**src/rtl/fp_mult_arbiter.sv**
```systemverilog
// fp_mult_arbiter: shares one pipelined floating-point multiplier among N_REQ requesters.
// Operand pairs are granted one per cycle, either round-robin (default) or by fixed priority.
// The granted pair goes to an issue register that drives the multiplier's stream inputs.
// The winner's index is pushed into a tag FIFO. Results are steered back in issue order.
//
// Optional feature macro: FP_ARB_FIXED_PRIO_EN (lowest index wins, no round-robin state).
//
// Ports:
//   clk, rst_n                      clock, asynchronous active-low reset
//   req_valid/req_ready             per-requester operand handshake (ready is one-hot)
//   req_a/req_b                     packed operands, requester i at [(i+1)*DATA_WIDTH-1 -: DATA_WIDTH]
//   res_valid/res_ready/res_data    one-hot result handshake, shared result data
//   m_a_*/m_b_*                     multiplier operand streams
//   m_res_*                         multiplier result stream
//   err_orphan                      sticky flag: a result arrived with no outstanding tag
module fp_mult_arbiter #(
    parameter int DATA_WIDTH = 16,
    parameter int N_REQ      = 4,
    parameter int TAG_DEPTH  = 8
) (
    input  logic                        clk,
    input  logic                        rst_n,
    input  logic [N_REQ-1:0]            req_valid,
    output logic [N_REQ-1:0]            req_ready,
    input  logic [DATA_WIDTH*N_REQ-1:0] req_a,
    input  logic [DATA_WIDTH*N_REQ-1:0] req_b,
    output logic [N_REQ-1:0]            res_valid,
    input  logic [N_REQ-1:0]            res_ready,
    output logic [DATA_WIDTH-1:0]       res_data,
    output logic                        m_a_tvalid,
    output logic                        m_b_tvalid,
    output logic [DATA_WIDTH-1:0]       m_a_tdata,
    output logic [DATA_WIDTH-1:0]       m_b_tdata,
    input  logic                        m_a_tready,
    input  logic                        m_b_tready,
    input  logic                        m_res_tvalid,
    input  logic [DATA_WIDTH-1:0]       m_res_tdata,
    output logic                        m_res_tready,
    output logic                        err_orphan
);
    localparam int IDX_W = $clog2(N_REQ);
    localparam int PTR_W = $clog2(TAG_DEPTH);
    localparam int CNT_W = PTR_W + 1;

    logic                  iss_valid_q;
    logic [DATA_WIDTH-1:0] iss_a_q, iss_b_q;
    logic [IDX_W-1:0]      tag_mem_q [TAG_DEPTH];
    logic [PTR_W-1:0]      wr_ptr_q, rd_ptr_q;
    logic [CNT_W-1:0]      tag_cnt_q;
    logic                  err_q;
`ifndef FP_ARB_FIXED_PRIO_EN
    logic [IDX_W-1:0]      last_q;
`endif

    logic                  xfer, iss_free, fifo_empty, fifo_full;
    logic                  gnt_found, grant, pop, head_ready;
    logic [IDX_W-1:0]      gnt_idx, head;
    logic [DATA_WIDTH-1:0] gnt_a, gnt_b;

    assign xfer       = iss_valid_q & m_a_tready & m_b_tready;
    assign iss_free   = ~iss_valid_q | xfer;
    assign fifo_empty = (tag_cnt_q == '0);
    // A pop in the same cycle does not free a slot for a grant when full.
    assign fifo_full  = (tag_cnt_q == CNT_W'(TAG_DEPTH));
    assign head       = tag_mem_q[rd_ptr_q];
    assign grant      = gnt_found & iss_free & ~fifo_full;

    // Winner search; round-robin starts one past the last winner and wraps.
    always_comb begin
        int cand;
        gnt_found = 1'b0;
        gnt_idx   = '0;
        cand      = 0;
        for (int k = 0; k < N_REQ; k++) begin
`ifdef FP_ARB_FIXED_PRIO_EN
            cand = k;
`else
            cand = (int'(last_q) + 1 + k) % N_REQ;
`endif
            if (!gnt_found && req_valid[IDX_W'(cand)]) begin
                gnt_found = 1'b1;
                gnt_idx   = IDX_W'(cand);
            end
        end
    end

    // Per-requester decode: grant, operand mux and result steering.
    always_comb begin
        req_ready  = '0;
        res_valid  = '0;
        gnt_a      = '0;
        gnt_b      = '0;
        head_ready = 1'b0;
        for (int i = 0; i < N_REQ; i++) begin
            if (gnt_idx == IDX_W'(i)) begin
                req_ready[i] = grant;
                gnt_a        = req_a[i*DATA_WIDTH +: DATA_WIDTH];
                gnt_b        = req_b[i*DATA_WIDTH +: DATA_WIDTH];
            end
            if (head == IDX_W'(i)) begin
                res_valid[i] = m_res_tvalid & ~fifo_empty;
                head_ready   = res_ready[i];
            end
        end
    end

    // With no outstanding tag the result is an orphan: accept it so the multiplier drains.
    assign m_res_tready = fifo_empty ? m_res_tvalid : head_ready;
    assign pop          = m_res_tvalid & m_res_tready & ~fifo_empty;
    assign res_data     = m_res_tdata;
    assign m_a_tvalid   = iss_valid_q;
    assign m_b_tvalid   = iss_valid_q;
    assign m_a_tdata    = iss_a_q;
    assign m_b_tdata    = iss_b_q;
    assign err_orphan   = err_q;

    always_ff @(posedge clk or negedge rst_n) begin
        if (!rst_n) begin
            iss_valid_q <= 1'b0;
            iss_a_q     <= '0;
            iss_b_q     <= '0;
            wr_ptr_q    <= '0;
            rd_ptr_q    <= '0;
            tag_cnt_q   <= '0;
            err_q       <= 1'b0;
            for (int i = 0; i < TAG_DEPTH; i++) tag_mem_q[i] <= '0;
`ifndef FP_ARB_FIXED_PRIO_EN
            last_q      <= IDX_W'(N_REQ - 1);
`endif
        end else begin
            if (grant) begin
                iss_valid_q         <= 1'b1;
                iss_a_q             <= gnt_a;
                iss_b_q             <= gnt_b;
                tag_mem_q[wr_ptr_q] <= gnt_idx;
                wr_ptr_q            <= wr_ptr_q + PTR_W'(1);
`ifndef FP_ARB_FIXED_PRIO_EN
                last_q              <= gnt_idx;
`endif
            end else if (xfer) begin
                iss_valid_q <= 1'b0;
            end
            if (pop) rd_ptr_q <= rd_ptr_q + PTR_W'(1);
            if (grant && !pop) begin
                tag_cnt_q <= tag_cnt_q + CNT_W'(1);
            end else if (!grant && pop) begin
                tag_cnt_q <= tag_cnt_q - CNT_W'(1);
            end
            if (m_res_tvalid && fifo_empty) err_q <= 1'b1;
        end
    end
endmodule

```
**config.mk**
```make
export PLATFORM = sky130hd
export DESIGN_NAME = fp_mult_arbiter
export DESIGN_NICKNAME = d
export VERILOG_FILES = /design/src/rtl/fp_mult_arbiter.sv
export SDC_FILE = /design/constraint.sdc
export NUM_CORES = 1
export LEC_CHECK = 0
export BUFFER_PORTS_ARGS = -buffer_cell sky130_fd_sc_hd__clkbuf_2
export CAP_MARGIN = 25
export CORE_MARGIN = 4
export CORE_UTILIZATION = 35
export CTS_CLUSTER_DIAMETER = 100
export CTS_CLUSTER_SIZE = 10
export DETAILED_ROUTE_END_ITERATION = 12
export PLACE_DENSITY_LB_ADDON = 0.15
export SLEW_MARGIN = 20
export SYNTH_ARGS = -nofsm -noshare
export SYNTH_HDL_FRONTEND = slang
export SYNTH_SLANG_ARGS = --single-unit
export TNS_END_PERCENT = 5
```
**constraint.sdc**
```tcl
create_clock -name clk -period 3.77 [get_ports clk]
set_input_delay 0.754 -clock clk [delete_from_list [all_inputs] [get_ports clk]]
set_output_delay 0.754 -clock clk [all_outputs]
set_load 0.05 [all_outputs]
```
==> summary.md <==
| Metric | Value |
|---|---|
| Commonest non-fill, non-tap cell in the layout | clkbuf_2 |
| Layout area overhead | 30.4% |
| Vias/cell | 4.81 |
| Met1 wire length | 4210 um |
| Hold Path End | err_orphan$_DFFE_PN0P_ |
| Synthesized area per cell | 12.3 um2 |
| Largest net degree at the start of global routing | 63 |
| Fin. Hold Viols | 0 |
| Hold_sp | err_orphan$_DFFE_PN0P_ |
| Core Region | 0.0110 mm2 |
| Postcts setup bufs | 0 |
| Cells after Synth | 325 |
| RSZ-0062 raised after global routing | false |
| Drt drc | 0 |
| Worst endpoint required time | 3.02 ns |
| Outcome | finished, final reports clean |
| R2R Path End | tag_cnt_q[3]$_DFFE_PN0P_ |
| CP Launch Type | flip-flop |
| R2r startpoint | rd_ptr_q[0]$_DFFE_PN0P_ |
| Vias in the first global route | 3,295 |
| GP Congestion | 0.751 |
| Max IR drop VDD | 650 uV |
| HP Class | reg -> reg |
| Setup CP Type | reg -> out |
| FF/Latch Area | 0.00155 mm2 |
| P_leak | 2.73 nW |
| ANT cells | 0 |
| DR iter-0 viols | 64 |
| Count of input and output buffers | 184 |
| Routed wire length | 9850 um |
| Synthesized area | 0.00399 mm2 |
| Rel. slew slack | 0.474 |
| Hold depth | 1 |
| First-pass GRT wire length | 16,000 um |
| Max Freq | 0.295 GHz |
| FF-to-FF setup slack | 0.51 ns |
| CTS resizes | 0 |
| Clock sinks | 62 |
| Area after DPL | 0.00492 mm2 |
| Synth Flop Type | dfrtp_1 |
| # fillers | 1,025 |
| Total Neg Setup Slack | 0 ns |
| CTS tree | yes |
| Worst Skew | 0.00561 ns |
| WL met3 | 795 um |
| Congestion Overflow GR | 0 |
| CTS buffer count | 9 |
| Fin crit share | 0.898 |
| Leading cell types by total area after synthesis | dfrtp_1 (38%), mux2i_1 (25%), mux2_2 (15%), buf_4 (3.2%), buf_2 (1.8%) |
| Total power draw | 4.73 mW |
| Highest Signal Layer | met4 |
| Distinct cells, synth | 43 |
| Cts hold-fix bufs | 0 |
| Io pins | 217 |
| Max Root-Sink Buffers | 2 |
| Synth warnings | 0 |
| Async S/R FF share, synth | 1.00 |
| Max-slew violations | 0 |
| H-tree Lvls | 3 |
| Finished Cell Area | 0.00520 mm2 |
| Met2 routed WL | 4710 um |
| Die width | 115 um |
| # rows | 38 |
| CP arrival | 2.63 ns |
| Multi-input logic area | 0.00221 mm2 |
| Clock-pin slew on the worst setup and hold paths | 0.05 ns |
| Root Driver | clkbuf_16 |
| Min Clock Period, post-route | 3.38 ns |
| Initial cell density of the core | 0.363 |
| Post-DRT Antenna Nets | 0 |
| Clk_lat worst skew | 0.31 ns |
| Worst slew pin tran | 0.789 ns |
| Total GRT Usage | 0.154 |
| Leading area contributor after synthesis | dfrtp_1 |
| Nets@finish | 650 |
| Setup crit start | rd_ptr_q[0]$_DFFE_PN0P_ |
| Die area | 0.0132 mm2 |
| Initial antenna violation count | 0 |
| DRT Pass-1 Iters | 4 |
| Post-synth EDFFs | 0 |
| Syn_nets | 488 |
| Reg2Reg Depth | 12 |
| Largest fanout on the critical path | 8 |
| Via count | 3,041 |
| P per Cell Area | 909 mW/mm2 |
| Seq/Total Area, Yosys | 0.390 |
| Commonest non-fill, non-tap cells in the layout | clkbuf_2 (184), mux2i_1 (101), dfrtp_1 (60) |
| Synth top area share | 0.377 |
| Final setup viols | 0 |
| CP endpoint kind | primary output |
| Share of cells above drive strength 1 | 0.541 |
| Hold Slack | 0.450 ns |
| #FFs+latches synth | 62 |
| Average routed wire per standard cell | 15.6 um |
| Final HPWL DP | 7810 um |
| Max cap viols | 0 |
| Die extent in y | 115 um |
==> critical path: stages, from the launching register on <==
cell	delay, ns
dfrtp_1	0.55
mux4_1	0.66
mux2i_4	0.20
mux4_2	0.38
mux2_2	0.29
clkbuf_2	0.23
==> cell usage after synthesis (2+ instances only) <==
| cell type | number |
|---|---|
| mux2i_1 | 101 |
| dfrtp_1 | 60 |
| mux2_2 | 52 |
| buf_4 | 17 |
| buf_2 | 14 |
| nand2_1 | 7 |
| nor2_1 | 7 |
| clkbuf_1 | 6 |
| xnor2_1 | 6 |
| ha_1 | 5 |
| a21o_1 | 3 |
| a21oi_1 | 3 |
| inv_1 | 3 |
| o21ai_0 | 3 |
| and3b_1 | 2 |
| and4b_1 | 2 |
| dfstp_2 | 2 |
| mux4_1 | 2 |
| mux4_2 | 2 |
| nand2b_1 | 2 |
| nand3_1 | 2 |
| nor4_1 | 2 |
| xor2_1 | 2 |
==> per-layer routing <==
layer | vias to the layer above | GRT usage
li1 | 1494 | -
met1 | 1403 | 0.190
met2 | 128 | 0.256
met3 | 16 | 0.0465
met4 | 0 | 0.0501
met5 | - | 0
==> cell families after synthesis <==
kind of cell / Yosys count / synth area share
mux: 159 / 0.434
compound gates: 12 / 0.0198
simple gates: 36 / 0.0559
flops: 62 / 0.390
xor+xnor: 8 / 0.0176
fa+ha+maj: 6 / 0.0207
buf+inv: 42 / 0.0618
==> final cells by class <==
cell class / count / area share
Clock buffer: 15 / 0.0534
Clock inverter: 1 / 0.000963
Timing Repair Buffer: 190 / 0.186
Tap cell: 140 / 0.0337
Multi-Input combinational cell: 221 / 0.425
Inverter: 3 / 0.00217
Sequential cell: 62 / 0.299
==> registers in the layout, summed over array words and instances (netlist names) <==
register / cells
m_a_tdata: 16
m_b_tdata: 16
tag_mem_q: 16
tag_cnt_q: 4
rd_ptr_q: 3
wr_ptr_q: 3
last_q: 2
err_orphan: 1
m_a_tvalid: 1
==> report_power, final <==
part | switching (mW) | internal [mW]
clock | 0.260 | 0.497
sequential | 0.270 | 1.02
combinational | 1.63 | 1.05
==> worst max path at each step <==
stage                          endpoint  cells past startpoint
3_3_place_gp   tag_cnt_q[3]$_DFFE_PN0P_                     12
6_report                   m_res_tready                      5
4_1_cts                    m_res_tready                      5
2_1_floorplan              req_ready[0]                      6
5_1_grt                    m_res_tready                      5
3_5_place_dp   tag_cnt_q[3]$_DFFE_PN0P_                     12
==> per-stage QoR <==
step / setup slack, ns / utilization / std cells
after global routing: 0.280 / 0.473 / 632
after global placement: 0.558 / 0.448 / 616
after floorplan: 0.0711 / - / 325
after detailed placement: 0.509 / 0.448 / 616
after CTS: 0.357 / 0.473 / 632
final: 0.385 / 0.473 / 632
Note: power is estimated with default switching activity, not from simulation.
